File: src/rtl/fp32_prep_pkg.sv
// Shared types and field decoding for the single-precision adder preparer.
// Denormals decode to an effective exponent of 1 with the hidden bit cleared.
package fp32_prep_pkg;

    localparam int EXP_W     = 8;
    localparam int MANT_W    = 24;
    localparam int ALIGN_W   = 27;
    localparam int MAX_SHIFT = 27;

    typedef enum logic [1:0] {
        IDLE,
        CMP,
        SHIFT,
        DONE
    } state_e;

    typedef struct packed {
        logic              sign;
        logic [EXP_W-1:0]  exp_eff;
        logic [MANT_W-1:0] mant;
        logic              is_special;
    } fp_fields_t;

    function automatic fp_fields_t decode_fp32(input logic [31:0] value);
        fp_fields_t fields;
        fields.sign       = value[31];
        fields.exp_eff    = (value[30:23] == 8'd0) ? 8'd1 : value[30:23];
        fields.mant       = {(value[30:23] != 8'd0), value[22:0]};
        fields.is_special = (value[30:23] == 8'hFF);
        return fields;
    endfunction

endpackage

File: src/rtl/align_sequencer_if.sv
// Operand and result handshake bundle between the aligner, its source and the add stage.
interface align_sequencer_if;
    import fp32_prep_pkg::*;

    logic               in_valid;
    logic               in_ready;
    logic [31:0]        op_a;
    logic [31:0]        op_b;
    logic               out_valid;
    logic               out_ready;
    logic [EXP_W-1:0]   exp_max;
    logic [MANT_W-1:0]  mant_big;
    logic [ALIGN_W-1:0] mant_small;
    logic               sign_big;
    logic               sign_small;
    logic               swap;
    logic               eq;
    logic               special;

    modport slave (
        input  in_valid, op_a, op_b, out_ready,
        output in_ready, out_valid, exp_max, mant_big, mant_small,
               sign_big, sign_small, swap, eq, special
    );

    modport master (
        output in_valid, op_a, op_b, out_ready,
        input  in_ready, out_valid, exp_max, mant_big, mant_small,
               sign_big, sign_small, swap, eq, special
    );

endinterface

File: src/rtl/align_sequencer_shifter.sv
// Right shift by a small amount where every bit pushed out of the bottom is
// folded into the sticky bit (bit 0) of the result.
module sticky_shifter
    import fp32_prep_pkg::*;
#(
    parameter int SHIFT_STEP = 4,
    localparam int AMT_W     = $clog2(SHIFT_STEP + 1)
) (
    input  logic [ALIGN_W-1:0] data_i,
    input  logic [AMT_W-1:0]   amount_i,
    output logic [ALIGN_W-1:0] data_o
);

    logic               lost_d;
    logic [ALIGN_W-1:0] shifted_d;

    always_comb begin
        lost_d    = 1'b0;
        shifted_d = data_i >> amount_i;
        for (int i = 0; i < ALIGN_W; i++) begin
            if (i < int'(amount_i)) begin
                lost_d = lost_d | data_i[i];
            end
        end
        data_o = {shifted_d[ALIGN_W-1:1], shifted_d[0] | lost_d};
    end

endmodule

File: src/rtl/align_sequencer.sv
// Operand-alignment sequencer: picks the operand with the larger effective exponent
// and walks the smaller mantissa right SHIFT_STEP bits per cycle, keeping G/R/S.
module align_sequencer
    import fp32_prep_pkg::*;
#(
    parameter int SHIFT_STEP = 4
) (
    input  logic             clk,
    input  logic             rst,
    align_sequencer_if.slave bus
);

    localparam int         AMT_W    = $clog2(SHIFT_STEP + 1);
    localparam logic [4:0] STEP_AMT = 5'(SHIFT_STEP);

    state_e             state_q;
    logic [31:0]        opA_q;
    logic [31:0]        opB_q;
    logic [4:0]         remaining_q;
    logic [ALIGN_W-1:0] work_q;
    logic [EXP_W-1:0]   expMax_q;
    logic [MANT_W-1:0]  mantBig_q;
    logic               signBig_q;
    logic               signSmall_q;
    logic               swap_q;
    logic               eq_q;
    logic               special_q;
    logic               inReady_q;
    logic               outValid_q;

    fp_fields_t         fieldA_d;
    fp_fields_t         fieldB_d;
    fp_fields_t         fieldBig_d;
    fp_fields_t         fieldSmall_d;
    logic               swap_d;
    logic [EXP_W-1:0]   delta_d;
    logic [4:0]         remInit_d;
    logic [4:0]         step_d;
    logic [ALIGN_W-1:0] shifted_d;

    // Ties keep A as the larger operand; mantissas are never compared.
    always_comb begin
        fieldA_d     = decode_fp32(opA_q);
        fieldB_d     = decode_fp32(opB_q);
        swap_d       = fieldB_d.exp_eff > fieldA_d.exp_eff;
        fieldBig_d   = swap_d ? fieldB_d : fieldA_d;
        fieldSmall_d = swap_d ? fieldA_d : fieldB_d;
        delta_d      = fieldBig_d.exp_eff - fieldSmall_d.exp_eff;
        remInit_d    = (delta_d >= 8'(MAX_SHIFT)) ? 5'(MAX_SHIFT) : delta_d[4:0];
        step_d       = (remaining_q < STEP_AMT) ? remaining_q : STEP_AMT;
    end

    sticky_shifter #(
        .SHIFT_STEP(SHIFT_STEP)
    ) u_shifter (
        .data_i   (work_q),
        .amount_i (AMT_W'(step_d)),
        .data_o   (shifted_d)
    );

    always_ff @(posedge clk) begin
        if (rst) begin
            state_q     <= IDLE;
            opA_q       <= '0;
            opB_q       <= '0;
            remaining_q <= '0;
            work_q      <= '0;
            expMax_q    <= '0;
            mantBig_q   <= '0;
            signBig_q   <= 1'b0;
            signSmall_q <= 1'b0;
            swap_q      <= 1'b0;
            eq_q        <= 1'b0;
            special_q   <= 1'b0;
            inReady_q   <= 1'b1;
            outValid_q  <= 1'b0;
        end else begin
            case (state_q)
                IDLE: begin
                    if (bus.in_valid) begin
                        opA_q     <= bus.op_a;
                        opB_q     <= bus.op_b;
                        inReady_q <= 1'b0;
                        state_q   <= CMP;
                    end
                end
                CMP: begin
                    expMax_q    <= fieldBig_d.exp_eff;
                    mantBig_q   <= fieldBig_d.mant;
                    signBig_q   <= fieldBig_d.sign;
                    signSmall_q <= fieldSmall_d.sign;
                    swap_q      <= swap_d;
                    eq_q        <= (delta_d == 8'd0);
                    special_q   <= fieldBig_d.is_special | fieldSmall_d.is_special;
                    work_q      <= {fieldSmall_d.mant, 3'b000};
                    remaining_q <= remInit_d;
                    state_q     <= (remInit_d == 5'd0) ? DONE : SHIFT;
                end
                SHIFT: begin
                    work_q      <= shifted_d;
                    remaining_q <= remaining_q - step_d;
                    if (remaining_q == step_d) begin
                        state_q <= DONE;
                    end
                end
                DONE: begin
                    // First DONE cycle raises out_valid; the result then holds until taken.
                    if (!outValid_q) begin
                        outValid_q <= 1'b1;
                    end else if (bus.out_ready) begin
                        outValid_q <= 1'b0;
                        inReady_q  <= 1'b1;
                        state_q    <= IDLE;
                    end
                end
                default: begin
                    state_q <= IDLE;
                end
            endcase
        end
    end

    assign bus.in_ready   = inReady_q;
    assign bus.out_valid  = outValid_q;
    assign bus.exp_max    = expMax_q;
    assign bus.mant_big   = mantBig_q;
    assign bus.mant_small = work_q;
    assign bus.sign_big   = signBig_q;
    assign bus.sign_small = signSmall_q;
    assign bus.swap       = swap_q;
    assign bus.eq         = eq_q;
    assign bus.special    = special_q;

endmodule

File: src/flat_wrapper.sv
// flat-port wrapper written by rule: the top's interface ports become plain ports
module align_sequencer_flat import fp32_prep_pkg::*;
#(
    parameter int SHIFT_STEP = 4
)
  (clk, rst, bus_in_valid, bus_op_a, bus_op_b, bus_out_ready, bus_in_ready, bus_out_valid, bus_exp_max, bus_mant_big, bus_mant_small, bus_sign_big, bus_sign_small, bus_swap, bus_eq, bus_special);
  align_sequencer_if bus_i ();
  input  logic clk;
  input  logic rst;
  input wire logic [$bits(bus_i.in_valid)-1:0] bus_in_valid;
  input wire logic [$bits(bus_i.op_a)-1:0] bus_op_a;
  input wire logic [$bits(bus_i.op_b)-1:0] bus_op_b;
  input wire logic [$bits(bus_i.out_ready)-1:0] bus_out_ready;
  output wire logic [$bits(bus_i.in_ready)-1:0] bus_in_ready;
  output wire logic [$bits(bus_i.out_valid)-1:0] bus_out_valid;
  output wire logic [$bits(bus_i.exp_max)-1:0] bus_exp_max;
  output wire logic [$bits(bus_i.mant_big)-1:0] bus_mant_big;
  output wire logic [$bits(bus_i.mant_small)-1:0] bus_mant_small;
  output wire logic [$bits(bus_i.sign_big)-1:0] bus_sign_big;
  output wire logic [$bits(bus_i.sign_small)-1:0] bus_sign_small;
  output wire logic [$bits(bus_i.swap)-1:0] bus_swap;
  output wire logic [$bits(bus_i.eq)-1:0] bus_eq;
  output wire logic [$bits(bus_i.special)-1:0] bus_special;
  assign bus_i.in_valid = bus_in_valid;
  assign bus_i.op_a = bus_op_a;
  assign bus_i.op_b = bus_op_b;
  assign bus_i.out_ready = bus_out_ready;
  assign bus_in_ready = bus_i.in_ready;
  assign bus_out_valid = bus_i.out_valid;
  assign bus_exp_max = bus_i.exp_max;
  assign bus_mant_big = bus_i.mant_big;
  assign bus_mant_small = bus_i.mant_small;
  assign bus_sign_big = bus_i.sign_big;
  assign bus_sign_small = bus_i.sign_small;
  assign bus_swap = bus_i.swap;
  assign bus_eq = bus_i.eq;
  assign bus_special = bus_i.special;
  align_sequencer #(.SHIFT_STEP(SHIFT_STEP)) u_core (.clk(clk), .rst(rst), .bus(bus_i));
endmodule
File: config.mk
export PLATFORM = sky130hd
export DESIGN_NAME = align_sequencer_flat
export DESIGN_NICKNAME = d
export VERILOG_FILES = /design/src/rtl/fp32_prep_pkg.sv /design/src/rtl/align_sequencer_if.sv /design/src/rtl/align_sequencer_shifter.sv /design/src/rtl/align_sequencer.sv /design/src/flat_wrapper.sv
export SDC_FILE = /design/constraint.sdc
export NUM_CORES = 1
export LEC_CHECK = 0
export CAP_MARGIN = 20
export CORE_MARGIN = 5
export CORE_UTILIZATION = 60
export CTS_CLUSTER_DIAMETER = 80
export DETAILED_ROUTE_END_ITERATION = 10
export DONT_BUFFER_PORTS = 1
export PLACE_DENSITY = 0.87
export SYNTH_ARGS = -nofsm -noshare
export SYNTH_HDL_FRONTEND = slang
export SYNTH_SLANG_ARGS = --single-unit
File: constraint.sdc
create_clock -name clk -period 5.1 [get_ports clk]
set_input_delay 0.51 -clock clk [delete_from_list [all_inputs] [get_ports clk]]
set_output_delay 0.51 -clock clk [all_outputs]
set_load 0.05 [all_outputs]
* Yosys cells after proc, flatten, opt, wreduce, memory -nomap -nowiden
Index checks and enable logic that the tools add are counted. Widths: inputs -> output; s select.
Cells by class: $add $sub $neg 2, $lt $le $gt $ge 10, equality and inequality tests 10, shift operators 1, mux-type cells 27, bitwise operators 8, reduce and logical (&&, ||, !) cells 12
Operator list (number):
- $mux 34 | 2
- $pmux 27 s2 | 1
- $shr 27x3->27 | 1
- $logic_not 8->1 | 3
- $eq 8x8->1 const B | 2
- $mux 8 | 2
- $reduce_bool 8->1 | 2
- $mux 1 | 13
- $mux 5 | 2
- $pmux 5 s2 | 1
- $lt 3x3->1 const A | 3
- $ge 8x5->1 const B | 1
- $gt 8x8->1 | 1
- $mux 2 | 4
- $or 1x1->1 | 8
- $pmux 2 s4 | 1
- $reduce_and 4->1 | 2
- $sub 8x8->8 | 1
- $lt 1x3->1 const A | 2
- $lt 2x3->1 const A | 2
- $eq 5x5->1 | 1
- $logic_not 5->1 | 1
- $lt 5x3->1 const B | 1
- $sub 5x5->5 | 1
- other kinds (8) | 12
Word-level totals: register bits after elaboration 137, output and inout port bits 66, logic and storage cells 84

* Depth between registers and ports, before layout
Gate-level depths: netlist of run 1.
depth in word-level cells 18, depth in mapped cells 17

* Modules after synthesis
A second synthesis of run 1 with hierarchy kept.
Unflattened totals: cells, all modules 952, area total of the unflattened synthesis 7664.9 um2
By module, submodules not included:
- align_sequencer | instances 1, cells each 848, area each 6696.4 um2, seq. area each 2742.6 um2
- sticky_shifter | instances 1, cells each 104, area each 968.4 um2, seq. area each 0.0 um2

* Least setup slack after synthesis of run 1
No wires, ideal clock.
path type reg2reg, start reg u_core.opB_q[27], end reg u_core.state_q[0], setup time 0.086 ns, arrival time 3.675 ns, required time 5.014 ns, setup slack 1.339 ns, cell stages (with the launch flop) 17, path buffers 2, period minus slack after synthesis 3.761 ns, cells stage by stage dfxtp_1 > clkbuf_1 > or4_1 > nor2_1 > nor2_1 > ha_1 > nor3b_1 > o211ai_1 > o211a_1 > buf_2 > nor2_1 > nand2_1 > a222oi_1 > o31ai_1 > xor2_1 > or3_1 > a221oi_2
Between the ends: cells in the longest elaborated chain, start to end 10
Ends and longest elaborated chain:
- from (decl) | line align_sequencer.sv:18 | logic [31:0] opB_q;
- from (signal assigned) | line align_sequencer.sv:82 | opB_q <= bus.op_b;
- $logic_not 8->1 | line fp32_prep_pkg.sv:27 | fields.exp_eff = (value[30:23] == 8'd0) ? 8'd1 : value[30:23];
- $mux 8 (*) | line fp32_prep_pkg.sv:27
- $gt 8x8->1 | line align_sequencer.sv:45 | swap_d = fieldB_d.exp_eff > fieldA_d.exp_eff;
- $mux 34 (on tied branches) | line align_sequencer.sv:46, align_sequencer.sv:47
- $sub 8x8->8 (*) | line align_sequencer.sv:48 | delta_d = fieldBig_d.exp_eff - fieldSmall_d.exp_eff;
- $ge 8x5->1 | line align_sequencer.sv:49 | remInit_d = (delta_d >= 8'(MAX_SHIFT)) ? 5'(MAX_SHIFT) : delta_d[4:0];
- $mux 5 (*) | line align_sequencer.sv:49
- $logic_not 5->1 (*) | line align_sequencer.sv:97 | state_q <= (remInit_d == 5'd0) ? DONE : SHIFT;
- $mux 1 (*) | line align_sequencer.sv:97
- $pmux 2 s4 (*) | line align_sequencer.sv:78 | case (state_q)
- to (signal assigned) | line align_sequencer.sv:97
- to (decl) | line align_sequencer.sv:16 | state_e state_q;
Mark *: on every way between the ends. The rest lies on a longest branch, timed or not. A chain may end at the register's enable or synchronous reset.

* Worst setup path in the final report of run 1
Same ends and word-level chain as after synthesis.

==> results of run 1 <==
## worst max-delay path, cell delays in order, from the launching register on
cell,delay (ns)
dfxtp_1,0.40
or4_1,0.56
nor2_1,0.22
nor2_1,0.13
ha_1,0.23
nand2_1,0.07
a41oi_1,0.15
o211a_1,0.39
nor2_4,0.41
nand2_1,0.10
a222oi_1,0.55
o31ai_1,0.17
xor2_1,0.19
or3_1,0.41
a221oi_2,0.22
## worst max-delay path by stage
stage                                 from                 to  slack [ns]  cells past startpoint
final                     u_core.opB_q[27]  u_core.state_q[0]        0.81                     14
after global routing      u_core.opB_q[27]  u_core.state_q[0]        0.53                     14
after CTS                 u_core.opB_q[27]  u_core.state_q[0]        0.87                     14
after detailed placement  u_core.opB_q[27]  u_core.state_q[0]        0.91                     14
after global placement    u_core.opB_q[27]  u_core.state_q[0]        1.02                     14
after floorplan           u_core.opB_q[27]  u_core.state_q[0]        1.34                     16
## cells by family (layout without fill, tap and decap cells)
| group | count (synthesis) | in the layout | share of synthesized area [%] |
|---|---|---|---|
| and+or+nand+nor | 492 | 492 | 28.6 |
| xor gates and xnor gates | 7 | 7 | 0.934 |
| DFF | 137 | 137 | 37.2 |
| AOI/OAI and AO/OA | 208 | 208 | 18.0 |
| other | 2 | 2 | 0.102 |
| muxes | 40 | 40 | 7.37 |
| buffers and inverters | 99 | 54 | 5.20 |
| adders and majority gates | 15 | 15 | 2.55 |
## final cells by class
cell class	instances	share of cell area, %
well taps	147	2.33
inverters	12	0.570
multi-input cells	764	53.9
clock buffers	19	5.48
clock inverters	13	1.93
flip-flops and latches	137	34.7
repair buffers	10	1.11
## state kept, by name, indices dropped and copies added (netlist names)
| name | cells |
|---|---|
| u_core.bus.eq | 1 |
| u_core.opA_q | 32 |
| u_core.opB_q | 32 |
| u_core.remaining_q | 5 |
| u_core.state_q | 2 |
| u_core.bus.in_ready | 1 |
| u_core.bus.exp_max | 8 |
| u_core.bus.special | 1 |
| u_core.bus.out_valid | 1 |
| u_core.bus.sign_big | 1 |
| u_core.bus.sign_small | 1 |
| u_core.bus.swap | 1 |
| u_core.bus.mant_small | 27 |
| u_core.bus.mant_big | 24 |
## power groups by stage
stage / Clock (uW) / Combinational, uW / Sequential [uW]
after global placement: 0 / 2360 / 2230
after CTS: 1240 / 2410 / 2220
final: 1230 / 2450 / 2220
after floorplan: 0 / 1960 / 2100
after detailed placement: 0 / 2380 / 2240
after global routing: 1300 / 2710 / 2270
## cell usage after synthesis, types with 3 or more instances
cell type / instances
and3_1: 9
nor3_1: 7
mux2i_1: 27
xor2_1: 4
mux4_2: 11
nand2b_1: 19
nor2_1: 71
a221oi_1: 3
a211oi_1: 9
clkbuf_1: 72
inv_1: 12
o211ai_1: 4
or3_1: 3
dfxtp_1: 137
a31oi_1: 5
and2_1: 5
nor2b_1: 7
nand2_1: 303
ha_1: 15
buf_2: 3
a211o_1: 5
a311oi_1: 36
a21oi_1: 106
nand3b_1: 3
o21ai_0: 18
nand4_1: 7
buf_1: 11
nand3_1: 46
## per-layer routing
layer  GRT usage, %  vias to the layer above  part of all wire (%)
met4           9.56                        0                   2.2
li1               -                     3327                     -
met5              0                        -                     0
met2           39.2                      335                    43
met3           9.21                       37                    11
met1           39.0                     3230                    43
## through the flow
stage | worst slack, ns | total power [uW] | util (%) | hold WS (ns) | cell area, sq um
after floorplan | 1.34 | 4070 | - | 0.449 | 7370
after global placement | 1.02 | 4590 | 60.8 | 0.452 | 7300
after detailed placement | 0.915 | 4620 | 60.8 | 0.456 | 7300
after CTS | 0.872 | 5870 | 65.7 | 0.156 | 7890
after global routing | 0.531 | 6280 | 65.8 | 0.154 | 7910
final | 0.808 | 5910 | 65.8 | 0.173 | 7910
==> flow_metrics.py, run 1 <==
metrics = {
    "critical_path": {
        "worstPathRequired_ns": 5.44,
        "r2r.worst_path.cells": 14,
        "arrival_ns": 4.63,
        "critical_path_class": "flop to flop",
        "worst-path-max-fanout": 17,
        "worst_setup_path_start_kind": "flop",
        "r2r_setup_slack_ns": 0.81,
        "worst_r2r_endpoint": "u_core.state_q[0]",
        "reg2reg_from": "u_core.opB_q[27]",
        "end_kind": "flop",
    },
    "timing": {
        "fmax_mhz": 233,
        "rsz0062_at_grt": "no",
        "worst_pin_slew_ns": 0.841,
        "maxSlewViolCount": 0,
        "post-route-min-period_ns": 4.29,
        "setup_viol": 0,
        "slew_headroom_pct": 43.9,
        "hold_viol_final": 0,
        "fin_skew_ns": 0.00772,
        "final.setup.tns_ns": 0,
        "period_share_pct": 84.2,
    },
    "layout": {
        "final_cell_mix": "nand2_1 (301), dfxtp_1 (137), a21oi_1 (106)",
        "nFillCells": 977,
        "multi_input_area_sq_mm": 0.00426,
        "final_common_cell": "nand2_1",
        "nets": 1025,
        "instances_no_fill": 1102,
        "num_antenna_cells": 0,
        "seqCellArea_sq_mm": 0.00274,
        "area_growth_pct": 7.34,
        "post_route_cells_drive_above_1_share_pct": 6.91,
    },
    "floorplan": {
        "dieArea_sq_mm": 0.0146,
        "dieWidth_um": 121,
        "core-area_sq_mm": 0.0120,
        "initial_utilization_pct": 61.3,
        "pin_count": 134,
        "die_height_um": 121,
        "rows": 40,
    },
    "yosys": {
        "synth_top_area_share_pct": 37.2,
        "synth_edf_count": 0,
        "synth_fp_nets": 1083,
        "synth_cell_types": 61,
        "postSynthAreaPerCell_sq_um": 7.37,
        "yosysWarnings": 0,
        "ys.flop_type": "dfxtp_1",
        "yosys_register_bits": 137,
        "synth_area_leader_cell": "dfxtp_1",
        "synth_area_sq_mm": 0.00737,
        "postSynthCellCount": 1000,
        "yosys-top-cells-area": "dfxtp_1 (37%), nand2_1 (15%), a21oi_1 (7.2%)",
        "async_flop_share_pct": 0,
        "synth-seq-area-share_pct": 37.2,
    },
    "power_and_ir_drop": {
        "peakVddDrop_mv": 0.410,
        "combPwrFrac_pct": 41.5,
        "switching_share_pct": 49.9,
        "powerDensity_mw_per_mm2": 748,
        "switchingPower_uw": 2950,
        "p_clk_share_pct": 20.9,
        "seqPwrFrac_pct": 37.6,
        "intPower_uw": 2960,
        "p_leak_uw": 0.00280,
    },
    "clock_tree": {
        "post_cts_resized": 0,
        "cts_buffer_depth": 2,
        "h-tree-depth": 4,
        "numCtsBuffers": 17,
        "postCtsSetupRepairBufs": 0,
        "cts_root_buffer": "clkbuf_16",
        "hold_buffers": 0,
        "clkTransAtPathRegs_ns": 0.06,
        "clk_latency_ns": 0.42,
        "clock-sinks": 137,
        "cts_tree": "yes",
    },
    "flow_run": {
        "maxCapViolCount": 0,
    },
    "global_route": {
        "antenna_found_initial": 0,
        "grt_pass1_vias": 6181,
        "grt_remaining_overflow": 0,
        "grt_use_total_pct": 27.5,
        "grt_pass1_wl_mm": 32.3,
        "grt_max_degree": 139,
    },
    "detailed_routing": {
        "via_per_inst": 6.29,
        "wirelength_mm": 20.0,
        "wl_per_cell_um": 18.1,
        "ant_nets": 0,
        "vias": 6929,
        "dr.pass1.iters": 7,
        "drc": 0,
        "drt_iter0_drc": 1044,
    },
    "place": {
        "place_congestion": 0.938,
        "dp_hpwl_mm": 13.0,
        "dp_cells": 1069,
        "io_buffers": 0,
    },
    "worst_hold_path": {
        "worstHoldStart": "rst",
        "worstHoldPathCells": 1,
        "holdPathEnd": "u_core.opB_q[1]",
        "hold_class": "input port to flop",
    },
    "outcome": {
        "status": "completed",
    },
}
Note: power is estimated with default switching activity, not from simulation.
==> run 2, diff against run 1 <==
==> constraint.sdc (replaced) <==
create_clock -name clk -period 4 [get_ports clk]
set_input_delay 0.4 -clock clk [delete_from_list [all_inputs] [get_ports clk]]
set_output_delay 0.4 -clock clk [all_outputs]
set_load 0.05 [all_outputs]
==> run 2 against run 1 <==
Against the previous run:
- non-clock buffer count increased by 16
- final cell count increased by 1.4%
- die area unchanged
- clock power increased by 28%
- combinational power increased by 38%
- critical endpoint unchanged
- register-to-register slack got worse by 0.68 ns
- critical path depth increased by 3
- highest routed layer unchanged
- design area increased by 2.0%
- maximum frequency increased by 11%
- sequential power increased by 27%
==> flow_metrics.py, run 2 (synthesis gave the netlist of run 1 again) <==
metrics = {
    "global_route": {
        "grt_use_total_pct": 28.0,
        "grt_remaining_overflow": 0,
        "grt_pass1_vias": 6380,
        "grt_max_degree": 139,
        "grt_pass1_wl_mm": 32.8,
        "antenna_found_initial": 0,
    },
    "layout": {
        "final_common_cell": "nand2_1",
        "num_antenna_cells": 0,
        "nets": 1041,
        "area_growth_pct": 9.50,
        "final_cell_mix": "nand2_1 (301), dfxtp_1 (135), a21oi_1 (104)",
        "post_route_cells_drive_above_1_share_pct": 9.48,
    },
    "detailed_routing": {
        "drt_iter0_drc": 865,
        "wl_per_cell_um": 18.3,
        "wirelength_mm": 20.4,
        "vias": 6978,
        "dr.pass1.iters": 5,
        "drc": 0,
        "via_per_inst": 6.25,
        "ant_nets": 0,
    },
    "floorplan": {
        "die_height_um": 121,
        "initial_utilization_pct": 61.3,
        "dieArea_sq_mm": 0.0146,
        "pin_count": 134,
        "rows": 40,
        "dieWidth_um": 121,
        "core-area_sq_mm": 0.0120,
    },
    "place": {
        "dp_worst_setup_slack_ns": 0.0448,
        "place_congestion": 0.965,
        "io_buffers": 0,
        "dp_hpwl_mm": 13.6,
    },
    "timing": {
        "maxSlewViolCount": 0,
        "setup_ws_ns": 0.130,
        "final.setup.tns_ns": 0,
        "fin_skew_ns": 0.0108,
        "hold_viol_final": 0,
        "worst_pin_slew_ns": 1.09,
        "post-route-min-period_ns": 3.87,
        "slew_headroom_pct": 27.5,
        "setup_viol": 0,
        "period_share_pct": 96.8,
        "fmax_mhz": 258,
    },
    "clock_tree": {
        "h-tree-depth": 4,
        "clkTransAtPathRegs_ns": 0.06,
        "clock-sinks": 137,
        "cts_tree": "yes",
        "clk_latency_ns": 0.43,
        "cts_buffer_depth": 2,
        "hold_buffers": 0,
        "cts_root_buffer": "clkbuf_16",
        "numCtsBuffers": 17,
    },
    "critical_path": {
        "end_kind": "flop",
        "arrival_ns": 4.20,
        "slowest_delay_ns": 0.56,
        "worst_setup_path_start_kind": "flop",
        "r2r_setup_slack_ns": 0.13,
        "worst-path-max-fanout": 4,
        "slowest_stage": "or4_1",
        "cpMostUsedCell": "buf_4",
        "worstPathRequired_ns": 4.33,
        "critical_path_class": "flop to flop",
        "crit_chain": "or4_1 > nor2_2 > nor2_1 > ha_1 > nor3b_1 > o211ai_1 > o211ai_1 > buf_4 > and3_1 > mux2i_2 > buf_4 > a222oi_1 > buf_4 > o31ai_1 > xor2_1 > or3_4 > a221oi_2",
    },
    "power_and_ir_drop": {
        "total_power_uw": 7770,
        "peakVddDrop_mv": 0.556,
        "powerDensity_mw_per_mm2": 963,
        "p_leak_uw": 0.00288,
    },
    "outcome": {
        "status": "completed",
    },
    "worst_hold_path": {
        "hold_class": "input port to flop",
    },
    "flow_run": {
        "maxCapViolCount": 0,
    },
}
[run 2: cell types whose count changed in the layout (fill, tap and decap cells not counted), sizes merged]
cell    delta
buf       +16
clkbuf     +1
clkinv     -2
[run 2: cell type report]
cell class,count,area [sq um]
Clock buffer,20,447
Clock inverter,11,146
Fill cell,988,3950
Inverter,12,45.0
Multi-Input combinational cell,764,4300
Sequential cell,137,2750
Tap cell,147,184
Timing Repair Buffer,26,195
[run 2: per-stage QoR]
step	std cells	utilization, %	hold slack, ns	cell area [sq um]
after global placement	1080	61.5	0.452	7380
final	1117	67.1	0.0617	8070
after floorplan	1000	-	0.449	7370
after detailed placement	1080	61.5	0.458	7380
after global routing	1117	67.1	0.0487	8070
after CTS	1111	66.4	0.0371	7980
[run 2: metal layers]
metal	vias to the layer above	track usage, %	wire length [um]
met5	-	0	0
met4	0	10.8	548
met3	55	10.5	2310
met2	321	41.3	8900
met1	3238	37.4	8680
li1	3364	-	-
[run 2: path summary, 6_finish.rpt]
check                   start                end  depth (start not counted)
max          u_core.opB_q[27]  u_core.state_q[0]                         17
min                       rst  u_core.state_q[0]                          1
max reg2reg  u_core.opB_q[27]  u_core.state_q[0]                         17
min reg2reg  u_core.opB_q[18]   u_core.opB_q[18]                          2
[run 2: timing repair]
action / in CTS / in global routing
gates resized for setup: 0 / 12
buffers inserted: 0 / 6
setup endpoints to repair: 0 / 7
endpoints found under the hold margin: 0 / 0
[run 2: critical path, delay by kind of cell, from the launching register on]
kind / cells / cell delay [ns]
simple gates: 6 / 1.58
compound gates: 5 / 0.89
buf+inv: 3 / 0.51
flops: 1 / 0.31
fa+ha+maj: 1 / 0.22
xor+xnor: 1 / 0.19
mux: 1 / 0.09
[run 2: report_power, final]
group	total, uW	internal (uW)	switching, uW
clock	1580	992	589
combinational	3380	1240	2140
sequential	2810	1710	1100
total	7770	3940	3830
==> run 3, diff against run 2 <==
--- a/config.mk
+++ b/config.mk
@@ -7,11 +7,10 @@
 export LEC_CHECK = 0
 export CAP_MARGIN = 20
 export CORE_MARGIN = 5
-export CORE_UTILIZATION = 60
+export CORE_UTILIZATION = 53
 export CTS_CLUSTER_DIAMETER = 80
 export DETAILED_ROUTE_END_ITERATION = 10
-export DONT_BUFFER_PORTS = 1
-export PLACE_DENSITY = 0.87
+export PLACE_DENSITY = 0.92
 export SYNTH_ARGS = -nofsm -noshare
 export SYNTH_HDL_FRONTEND = slang
 export SYNTH_SLANG_ARGS = --single-unit
==> run 3 against run 2 <==
Against the previous run:
- final cell count is 16% higher
- worst hold slack better by 0.41 ns
- utilization is 2.0 points higher
- maximum frequency is 0.51% lower
- clock skew is 0.0054 ns lower
- clock power is 4% lower
- design area is 18% higher
- wire length is 11% higher
- largest power group unchanged
- die area is 12% higher
- sequential cell count stayed put
==> flow_metrics.py, run 3 (synthesis gave the netlist of run 1 again) <==
metrics = {
    "critical_path": {
        "worstPathRequired_ns": 4.33,
        "worst-path-max-fanout": 6,
        "cp-startpoint": "u_core.opA_q[27]",
        "end_kind": "flop",
        "worst_setup_path_start_kind": "flop",
        "critical_path_class": "flop to flop",
        "crit_chain": "or4_4 > nor2_4 > or2_4 > ha_4 > nor3b_2 > o211ai_1 > o211ai_1 > and3_1 > mux2i_2 > ha_2 > a21oi_1 > a21oi_2 > xnor2_2 > nand4_1 > or3_4 > a221oi_2",
        "slowest_delay_ns": 0.55,
        "cpMostUsedCell": "o211ai_1",
        "reg2reg_from": "u_core.opA_q[27]",
        "arrival_ns": 4.22,
        "slowest_stage": "or4_4",
    },
    "layout": {
        "fin_area_sq_mm": 0.00952,
        "final_cell_mix": "nand2_1 (301), dfxtp_1 (133), clkdlybuf4s50_1 (132)",
        "nets": 1182,
        "post_route_cells_drive_above_1_share_pct": 9.89,
        "num_antenna_cells": 0,
        "final_common_cell": "nand2_1",
        "area_growth_pct": 29.3,
    },
    "clock_tree": {
        "numCtsBuffers": 17,
        "clkTransAtPathRegs_ns": 0.06,
        "clock-sinks": 137,
        "cts_buffer_depth": 2,
        "h-tree-depth": 4,
        "hold_buffers": 0,
        "clk_latency_ns": 0.42,
        "cts_root_buffer": "clkbuf_16",
        "cts_tree": "yes",
    },
    "place": {
        "io_buffers": 133,
        "place_congestion": 0.944,
        "dpl_cell_area_sq_mm": 0.00883,
        "dp_worst_setup_slack_ns": 0.0994,
        "dp_hpwl_mm": 15.4,
    },
    "timing": {
        "slew_headroom_pct": 36.4,
        "fmax_mhz": 257,
        "maxSlewViolCount": 0,
        "post-route-min-period_ns": 3.89,
        "final.setup.tns_ns": 0,
        "hold_viol_final": 0,
        "period_share_pct": 97.2,
        "setup_viol": 0,
        "worst_pin_slew_ns": 0.950,
        "fin_skew_ns": 0.00533,
        "setup_ws_ns": 0.110,
    },
    "detailed_routing": {
        "via_per_inst": 5.93,
        "ant_nets": 0,
        "drt_iter0_drc": 987,
        "wl_per_cell_um": 17.5,
        "wirelength_mm": 22.6,
        "drc": 0,
        "vias": 7668,
        "dr.pass1.iters": 8,
    },
    "power_and_ir_drop": {
        "powerDensity_mw_per_mm2": 881,
        "p_leak_uw": 0.00341,
        "peakVddDrop_mv": 0.461,
    },
    "flow_run": {
        "maxCapViolCount": 0,
    },
    "outcome": {
        "status": "completed",
    },
    "global_route": {
        "grt_use_total_pct": 27.5,
        "grt_pass1_vias": 7201,
        "grt_remaining_overflow": 0,
        "antenna_found_initial": 0,
        "grt_max_degree": 74,
        "grt_pass1_wl_mm": 36.3,
    },
    "floorplan": {
        "pin_count": 134,
        "die_height_um": 128,
        "core-area_sq_mm": 0.0138,
        "rows": 43,
        "initial_utilization_pct": 53.5,
        "dieArea_sq_mm": 0.0164,
        "dieWidth_um": 128,
    },
    "worst_hold_path": {
        "hold_class": "flop to flop",
        "worstHoldStart": "u_core.opA_q[3]",
    },
}
[run 3: changes by cell type in the layout (fill, tap and decap cells not counted), moves of 2 or more]
cell | before | now
clkdlybuf4s50_1 | 0 | 132
dfxtp_1 | 135 | 133
clkinv_2 | 3 | 6
dfxtp_2 | 2 | 4
buf_4 | 26 | 35
[run 3: path summary, 6_finish.rpt]
kind                        to  slack, ns  depth (start not counted)
max reg2reg  u_core.state_q[0]       0.11                         16
max          u_core.state_q[0]       0.11                         16
min reg2reg    u_core.opA_q[3]       0.47                          2
min            u_core.opA_q[3]       0.47                          2
[run 3: final cells by class]
type | instances | area, sq um
Timing Repair Buffer | 167 | 1580
Clock buffer | 19 | 433
Inverter | 12 | 45.0
Clock inverter | 13 | 130
Sequential cell | 137 | 2750
Multi-Input combinational cell | 764 | 4360
Tap cell | 180 | 225
Fill cell | 1073 | 4250
[run 3: where the power goes]
part | switching [uW] | internal [uW] | leakage [uW]
Sequential | 362 | 1710 | 0.00112
Clock | 595 | 910 | 0.000272
Combinational | 3090 | 1720 | 0.00202
[run 3: metal layers]
metal,vias up,wire length (um),global-route usage [%]
met5,-,0,0
met4,0,695,11.4
met3,52,2150,5.67
met2,389,10500,42.8
met1,3589,9350,37.4
li1,3638,-,-
[run 3: stage by stage]
stage	hold slack (ns)	power, uW	utilization, %	instances
after floorplan	0.449	5190	-	1000
after global placement	0.458	6480	64.1	1256
after detailed placement	0.462	6580	64.1	1256
after CTS	0.473	8120	68.2	1288
after global routing	0.494	8860	69.1	1292
final	0.472	8390	69.1	1292
[run 3: timing repair]
item | 4_1_cts | 5_1_grt
endpoints found under the setup margin | 0 | 5
hold endpoints to repair | 0 | 0
setup buffers | 0 | 4
gates resized for setup | 0 | 22
[run 3: worst max-delay path: cells and delay by family (launching register included)]
family	cells	cell delay [ns]
compound gates	5	1.02
xor+xnor	1	0.16
fa+ha+maj	2	0.38
flops	1	0.35
mux	1	0.25
simple gates	7	1.63
